--- src/rtl/riscv_rvfimon_pkg.sv ---
// Shared types and constants for the RVFI monitor run controller.
package riscv_rvfimon_pkg;

  typedef enum logic [1:0] {
    SETTLE = 2'd0,
    ARMED  = 2'd1,
    DRAIN  = 2'd2,
    HALT   = 2'd3
  } rvfimon_state_e;

  typedef enum logic {
    MON  = 1'b0,
    WDOG = 1'b1
  } rvfimon_src_e;

  localparam logic [15:0] WDOG_ERRCODE = 16'hFFFF;

endpackage

--- src/rtl/riscv_sat_counter.sv ---
// Up-counter with synchronous clear that sticks at its maximum value.
module riscv_sat_counter #(
  parameter int unsigned W = 32
) (
  input  logic         clock,
  input  logic         reset,
  input  logic         clear,
  input  logic         inc,
  output logic [W-1:0] count
);

  always_ff @(posedge clock or posedge reset) begin
    if (reset) begin
      count <= '0;
    end else if (clear) begin
      count <= '0;
    end else if (inc && (count != {W{1'b1}})) begin
      count <= count + W'(1);
    end
  end

endmodule

--- src/rtl/riscv_rvfimon_ctrl.sv ---
// RVFI monitor run controller: masks errors while settling, captures the first
// monitor or watchdog failure, drains for a fixed window and then requests halt.
module riscv_rvfimon_ctrl
  import riscv_rvfimon_pkg::*;
#(
  parameter int unsigned SETTLE_CYCLES = 2,
  parameter int unsigned TIMEOUT       = 1024,
  parameter int unsigned DRAIN_CYCLES  = 8,
  parameter int unsigned CNT_W         = 32
) (
  input  logic             clock,
  input  logic             reset,
  input  logic             rvfi_valid,
  input  logic [15:0]      errcode,
  input  logic             clear,
  output rvfimon_state_e   state_o,
  output logic             err_valid,
  output logic             err_src,
  output logic [15:0]      err_code,
  output logic [CNT_W-1:0] err_cycle,
  output logic [CNT_W-1:0] err_retire,
  output logic [CNT_W-1:0] retire_count,
  output logic [7:0]       late_errs,
  output logic             halt_req
);

  localparam logic [7:0]       SettleInit = 8'(SETTLE_CYCLES - 1);
  localparam logic [31:0]      DrainInit  = 32'(DRAIN_CYCLES);
  localparam logic [CNT_W-1:0] IdleLast   = CNT_W'((TIMEOUT == 0) ? 0 : TIMEOUT - 1);

  rvfimon_state_e   state_q, state_d;
  logic [7:0]       settle_q, settle_d;
  logic [31:0]      drain_q, drain_d;
  logic [CNT_W-1:0] cycle_count, idle_count, retire_next;
  logic             armed, arm_now, rearm, mon_hit, wdog_hit, capture, late_hit;

  assign armed    = (state_q == ARMED);
  assign arm_now  = (state_q == SETTLE) && (settle_q == 8'd0);
  assign rearm    = (state_q == HALT) && clear;
  assign mon_hit  = armed && (errcode != 16'd0);
  assign wdog_hit = armed && (TIMEOUT != 0) && (idle_count == IdleLast) && !rvfi_valid;
  assign capture  = mon_hit || wdog_hit;
  assign late_hit = ((state_q == DRAIN) || (state_q == HALT)) && (errcode != 16'd0);

  // Retire count as it will read after this edge, so the capture includes it.
  assign retire_next = (rvfi_valid && (retire_count != {CNT_W{1'b1}})) ?
                       retire_count + CNT_W'(1) : retire_count;

  always_comb begin
    state_d  = state_q;
    settle_d = settle_q;
    drain_d  = drain_q;
    case (state_q)
      SETTLE: begin
        if (settle_q == 8'd0) state_d = ARMED;
        else                  settle_d = settle_q - 8'd1;
      end
      ARMED: begin
        if (capture) begin
          state_d = DRAIN;
          drain_d = DrainInit;
        end
      end
      DRAIN: begin
        if (drain_q == 32'd0) state_d = HALT;
        else                  drain_d = drain_q - 32'd1;
      end
      HALT: begin
        if (clear) begin
          state_d  = SETTLE;
          settle_d = SettleInit;
        end
      end
      default: state_d = SETTLE;
    endcase
  end

  always_ff @(posedge clock or posedge reset) begin
    if (reset) begin
      state_q  <= SETTLE;
      settle_q <= SettleInit;
      drain_q  <= '0;
    end else begin
      state_q  <= state_d;
      settle_q <= settle_d;
      drain_q  <= drain_d;
    end
  end

  // Capture can only happen in ARMED, which is left on the same edge, so the
  // first failure is never overwritten.
  always_ff @(posedge clock or posedge reset) begin
    if (reset) begin
      err_valid  <= 1'b0;
      err_src    <= 1'b0;
      err_code   <= '0;
      err_cycle  <= '0;
      err_retire <= '0;
    end else if (rearm) begin
      err_valid  <= 1'b0;
      err_src    <= 1'b0;
      err_code   <= '0;
      err_cycle  <= '0;
      err_retire <= '0;
    end else if (capture) begin
      err_valid  <= 1'b1;
      err_src    <= mon_hit ? MON : WDOG;
      err_code   <= mon_hit ? errcode : WDOG_ERRCODE;
      err_cycle  <= cycle_count;
      err_retire <= retire_next;
    end
  end

  riscv_sat_counter #(.W(CNT_W)) u_cycle_cnt (
    .clock (clock),
    .reset (reset),
    .clear (arm_now),
    .inc   (armed),
    .count (cycle_count)
  );

  riscv_sat_counter #(.W(CNT_W)) u_retire_cnt (
    .clock (clock),
    .reset (reset),
    .clear (arm_now),
    .inc   (armed && rvfi_valid),
    .count (retire_count)
  );

  riscv_sat_counter #(.W(CNT_W)) u_idle_cnt (
    .clock (clock),
    .reset (reset),
    .clear (arm_now || (armed && rvfi_valid)),
    .inc   (armed && !rvfi_valid),
    .count (idle_count)
  );

  riscv_sat_counter #(.W(8)) u_late_cnt (
    .clock (clock),
    .reset (reset),
    .clear (rearm),
    .inc   (late_hit),
    .count (late_errs)
  );

  assign state_o  = state_q;
  assign halt_req = (state_q == HALT);

endmodule

--- config.mk ---
export PLATFORM = sky130hd
export DESIGN_NAME = riscv_rvfimon_ctrl
export DESIGN_NICKNAME = d
export VERILOG_FILES = /design/src/rtl/riscv_rvfimon_pkg.sv /design/src/rtl/riscv_sat_counter.sv /design/src/rtl/riscv_rvfimon_ctrl.sv
export SDC_FILE = /design/constraint.sdc
export NUM_CORES = 1
export LEC_CHECK = 0
export ABC_AREA = 1
export CORE_AREA = 2 2 158 160
export DETAILED_ROUTE_END_ITERATION = 10
export DIE_AREA = 0 0 160 162
export PLACE_DENSITY = 0.78
export SLEW_MARGIN = 20
export SYNTH_ARGS = -nofsm -noshare
export SYNTH_HDL_FRONTEND = slang
export SYNTH_SLANG_ARGS = --single-unit
--- constraint.sdc ---
create_clock -name clock -period 11.55 [get_ports clock]
set_input_delay 2.31 -clock clock [delete_from_list [all_inputs] [get_ports clock]]
set_output_delay 2.31 -clock clock [all_outputs]
set_load 0.01 [all_outputs]
After elaboration in Yosys (flattened, before gate mapping)

Index checks and enable logic that the tools add are counted.

Register bits: 228
Bits in latches: 0
Bits in writable memories: 0
Memory bits (read-only): 0
Input port bits: 20
Output and inout bits: 125
Logic and storage cells: 95
Memories: 0

Add/sub/neg operators: 6
$mul: 0
Divide/modulo/power cells: 0
Order comparisons: 0
Equality and inequality tests: 14
Shift-type cells: 0
Multiplexer cells: 32
Bitwise gates (word level): 0
Reduce and logical (&&, ||, !) cells: 31

Operators by type and width:

| operator                | number |
|---|---|
| $mux W32                | 13 |
| $add A32 B1 Y32 const B | 3 |
| $ne A32 B32 Y1 const B  | 3 |
| $pmux W32 S2            | 1 |
| $mux W16                | 3 |
| $eq A32 B10 Y1 const B  | 1 |
| $logic_not A32 Y1       | 1 |
| $mux W8                 | 4 |
| $sub A32 B1 Y32 const B | 1 |
| $pmux W8 S2             | 1 |
| $reduce_bool A16 Y1     | 1 |
| $reduce_bool A2 Y1      | 7 |
| $logic_and A1 B1 Y1     | 13 |
| $add A8 B1 Y8 const B   | 1 |
| $logic_not A8 Y1        | 1 |
| $mux W2                 | 4 |
| $ne A8 B8 Y1 const B    | 1 |
| $pmux W2 S4             | 1 |
| $sub A8 B1 Y8 const B   | 1 |
| $ne A2 B1 Y1 const B    | 3 |
| $ne A2 B2 Y1 const B    | 3 |
| $reduce_and A3 Y1       | 2 |
| $mux W1                 | 5 |
| $eq A2 B2 Y1 const B    | 2 |
| 5 further kinds         | 7 |

Longest topological paths before layout

Word-level depth: 6
Gate-level depth with buffers: 13
Depth with buffers taken out: 11

By module

A second synthesis with hierarchy kept.

Cells, all modules: 2,259
Area total of the unflattened synthesis: 14,989.4 sq um

By module, submodules not included:

| module                               | instances | cells an instance | area an instance (sq um) | sequential area each (sq um) |
|---|---|---|---|---|
| riscv_rvfimon_ctrl                   | 1         | 1,110             | 7,658.6                  | 3,104.2 |
| riscv_sat_counter at u_cycle_cnt ... | 3         | 360               | 2,274.7                  | 800.8 |
| riscv_sat_counter at u_late_cnt      | 1         | 69                | 506.7                    | 200.2 |

Worst setup path after synthesis

No wires, ideal clock.

Path kind: input-to-reg
From: in errcode[15]
To: reg err_code[15]
Setup time: 66 ps
Arrival time: 3,438 ps
Data required time: 11,484 ps
Slack: 8,046 ps
Stages on the path: 11
Path buffers: 2
Cells stage by stage: nor2_1 > nand2_1 > nor2_1 > nand2_1 > nand2_1 > buf_2 > nand2_1 > nor2_2 > buf_2 > nand2_1 > nand2_1

Word-level cells in the longest chain between the ends: 5
Elaborated cells between the ends (all ways): 7
Those cells by class: mux (3); reduce/logical (4)

Ends and longest elaborated chain:

| item                 | line                      | source |
|---|---|---|
| start, declared      | riscv_rvfimon_ctrl.sv:14  | `input logic [15:0] errcode,` |
| $reduce_bool A16 Y1  | riscv_rvfimon_ctrl.sv:40  | `assign mon_hit = armed && (errcode != 16'd0);` |
| $logic_and A1 B1 Y1  | riscv_rvfimon_ctrl.sv:40  |  |
| $mux W16             | riscv_rvfimon_ctrl.sv:108 | `err_code <= mon_hit ? errcode : WDOG_ERRCODE;` |
| $mux W16             | riscv_rvfimon_ctrl.sv:105 | `end else if (capture) begin` |
| $mux W16             | riscv_rvfimon_ctrl.sv:99  | `end else if (rearm) begin` |
| end signal, assigned | riscv_rvfimon_ctrl.sv:108 |  |
| end, declared        | riscv_rvfimon_ctrl.sv:19  | `output logic [15:0] err_code,` |

Parallel ways exist; a longest one is shown, timed or not. The select of a mux whose other input is x is not followed.
A chain may end at the register's enable or synchronous reset.

Final worst setup path

From: in errcode[4]
To: reg err_retire[31]

Word-level cells in the longest chain between the ends: 4

Ends and longest elaborated chain:

| item                                | line                      | source |
|---|---|---|
| $reduce_bool A16 Y1                 | riscv_rvfimon_ctrl.sv:40  |  |
| $logic_and A1 B1 Y1                 | riscv_rvfimon_ctrl.sv:40  |  |
| $logic_or A1 B1 Y1                  | riscv_rvfimon_ctrl.sv:42  | `assign capture = mon_hit \|\| wdog_hit;` |
| $reduce_bool A2 Y1 (no source line) | n/a                       |  |
| end signal, assigned                | riscv_rvfimon_ctrl.sv:110 | `err_retire <= retire_next;` |
| end, declared                       | riscv_rvfimon_ctrl.sv:21  | `output logic [CNT_W-1:0] err_retire,` |

No other way between the ends.

==> results.md <==
* Vias in the first global route at 12170
* Avg Cell Area, Syn at about 6.9 um^2
* Nets at approximately 2100
* Distinct cells, synth at 39
* Setup Buffers After CTS at 0
* Vias after detailed routing at ~13000
* Pleak at 7.583 nW
* Pin count of the biggest net entering global routing at 123
* Final routed DRC violation total at 0
* Total Neg Setup Slack at 0 ps
* Period utilization at 41.61%
* Die area at 25920 um^2
* CTS H-tree depth at 1
* Starting Density at 55.56%
* Worst Max-Slew Pin Slew at 1013 ps
* GR Layer Usage met2 at about 45%
* Die W at approximately 160 um
* Routed Antenna Nets at 0
* Core area at 24110 um^2
* Prevailing post-synth register cell: dfrtp_1
* Layout area overhead at 17.93%
* GPL Wtd Cong at 0.9356
* Async SR Flop Fraction at 100.0%
* Met1 usage at 38.64%
* RSZ-0062 raised after global routing: no
* CTS sink cnt at between 200 and 250
* Hold buffers post-CTS at 0
* Post-CTS Resized at 0
* Crit start category: input pin
* Peak supply drop at 0.0001008 V
* Initial antenna violation count at 0
* Clk_lat worst skew at 530 ps
* CTS tree: built
* Pre-CTS WS at 6251 ps
* Max Slew Vio Count at 0
* Most frequent cell after synthesis: nand2_1
* Hpwl dp at around 25000 um
* Cell area power density at 105.3 nW/um^2
* YS warnings at 0
* Post-synth top area cell: dfrtp_1
* Post-Syn Area at roughly 13000 um^2
* Run status: finished, final reports clean
* Syn nets at around 2000
* CTS Buf Count at 26
* Nature of the critical path endpoint: register
* Post-synth EDFFs at 0
* Vias per cell at 5.357
* Ant. Diodes at 0
* Worst Skew at approximately 10 ps
* Fin worst setup slack at 6744 ps
* Wire length per cell at roughly 15 um
* Maximum clock path buffer count at 3
* Layout cells sized above 1 at 4.365%
* Max FO, Critical Path at 73
* First-pass GRT wire length at 59860 um
* Fmax at 208.1 MHz
* Chip Height at roughly 160 um
* DR iter-0 viols at 1117
* Seq/Total Area, Yosys at 42.61%
* Met3 Use GR at 4.341%
* Max-cap violations at 0
* Hold Fails Final Rpt at 0
* Synth cell count leaders: nand2_1, nor2_1, dfrtp_1, nand3_1, inv_1
* Seq cells post-synth at 228
* Post-Syn Instances at 1947
* GR Util All Layers at 27.78%
* Min Tclk post-route at 4806 ps
* Pre-antenna DRT Iters at 5
* Std-Cell Rows at 57
* Clock root buffer: clkbuf_16
* Clock slew at reported path FFs at 60 ps
* Crit path kind: input pin to register
* Total global routing overflow at 0
* Yosys top cell area share at 42.41%
* Ports at 145
* Min Hold Slack at approximately 470 ps
* Total Wirelength at 35810 um
* CP required at about 12000 ps
* Main area contributors after synthesis: dfrtp_1, nand2_1, nor2_1
* Most Crowded Layer GR: met2
* Worst slew margin at 32.20%
* IO Port Bufs at ~140
* Hold Path Class: register to register
* Setup-failing EPs final at 0
* Arrival time at the worst endpoint at 5270 ps
-- per-stage QoR --
stage               area, um^2  std cells  util [%]  power (mW)
finish                   15790       2409     65.52       1.663
floorplan                13390       1947         -      0.8335
global placement         14920       2364     61.91      0.8483
CTS                      15790       2409     65.51       1.677
global route             15790       2409     65.52       1.712
detailed placement       14930       2364     61.94      0.8485
-- kinds of logic (layout without fill, tap and decap cells) --
family,count (synthesis),after routing,share of synthesized area (%)
simple gates,1321,1321,40.94
fa+ha+maj,10,10,0.9342
flops,228,228,42.61
compound gates,124,124,5.250
buf+inv,220,358,7.390
xor+xnor,44,44,2.877
-- where the power goes --
part	total (mW)	switching, mW	internal, mW
Clock	0.830	0.328	0.502
Combinational	0.0338	0.0249	0.00896
Sequential	0.799	0	0.799
Total	1.66	0.353	1.31
-- worst paths after layout --
check,start,cells after the start,slack [ps],to
worst max-delay path,errcode[4],11,6740,err_retire[31]
worst min-delay path,err_cycle[21],2,470,err_cycle[21]
worst max register to register,state_o[1],7,8210,err_code[2]
worst min register to register,err_cycle[21],2,470,err_cycle[21]
max in group asynchronous,reset,4,7230,u_late_cnt.count[5]
min in group asynchronous,reset,2,2350,err_code[4]
-- worst max-delay path: stages --
cell,delay (ps)
clkdlybuf4s50_1,430
nor2_1,210
nand2_1,70
nor2_1,140
nand2_1,80
nand2_1,600
nand2_1,230
nor2_4,240
buf_4,660
nand2_1,140
nand2_1,110
-- final cells by class --
type,instances,area (um^2)
fillers,2195,8312
multi-input cells,1499,6711
flip-flops and latches,228,5707
repair buffers,151,1494
clock buffers,40,773.2
inverters,162,616.8
well taps,324,405.4
clock inverters,5,86.33
-- flip-flops by register name (all words and copies together) (netlist names), 16 cells and up --
register            count
u_retire_cnt.count     32
drain_q                32
err_cycle              32
u_cycle_cnt.count      32
err_retire             32
err_code               16
u_idle_cnt.count       32
-- placed cells by master (no fill, tap or decap), types with 7 or more instances in the layout --
master	netlist	final
clkbuf_8	0	7
or2_2	10	10
dfrtp_1	227	227
inv_1	155	154
o21ai_1	34	34
clkbuf_16	0	26
o21ai_0	40	40
clkbuf_1	12	7
xor2_1	35	35
nand3_1	166	166
o22ai_1	32	32
nand2_1	793	792
nor3_1	30	30
clkdlybuf4s50_1	0	144
buf_4	3	7
xnor2_1	9	9
nand4_1	50	50
ha_1	10	9
nor2_1	245	245
-- layer usage --
layer,share of wire (%),vias to the layer above,routed length (um)
met5,0,-,0
met4,2.3,0,841
met3,7.1,60,2546
met2,46,471,16370
met1,45,5945,16060
li1,-,6428,-
Note: power is estimated with default switching activity, not from simulation.
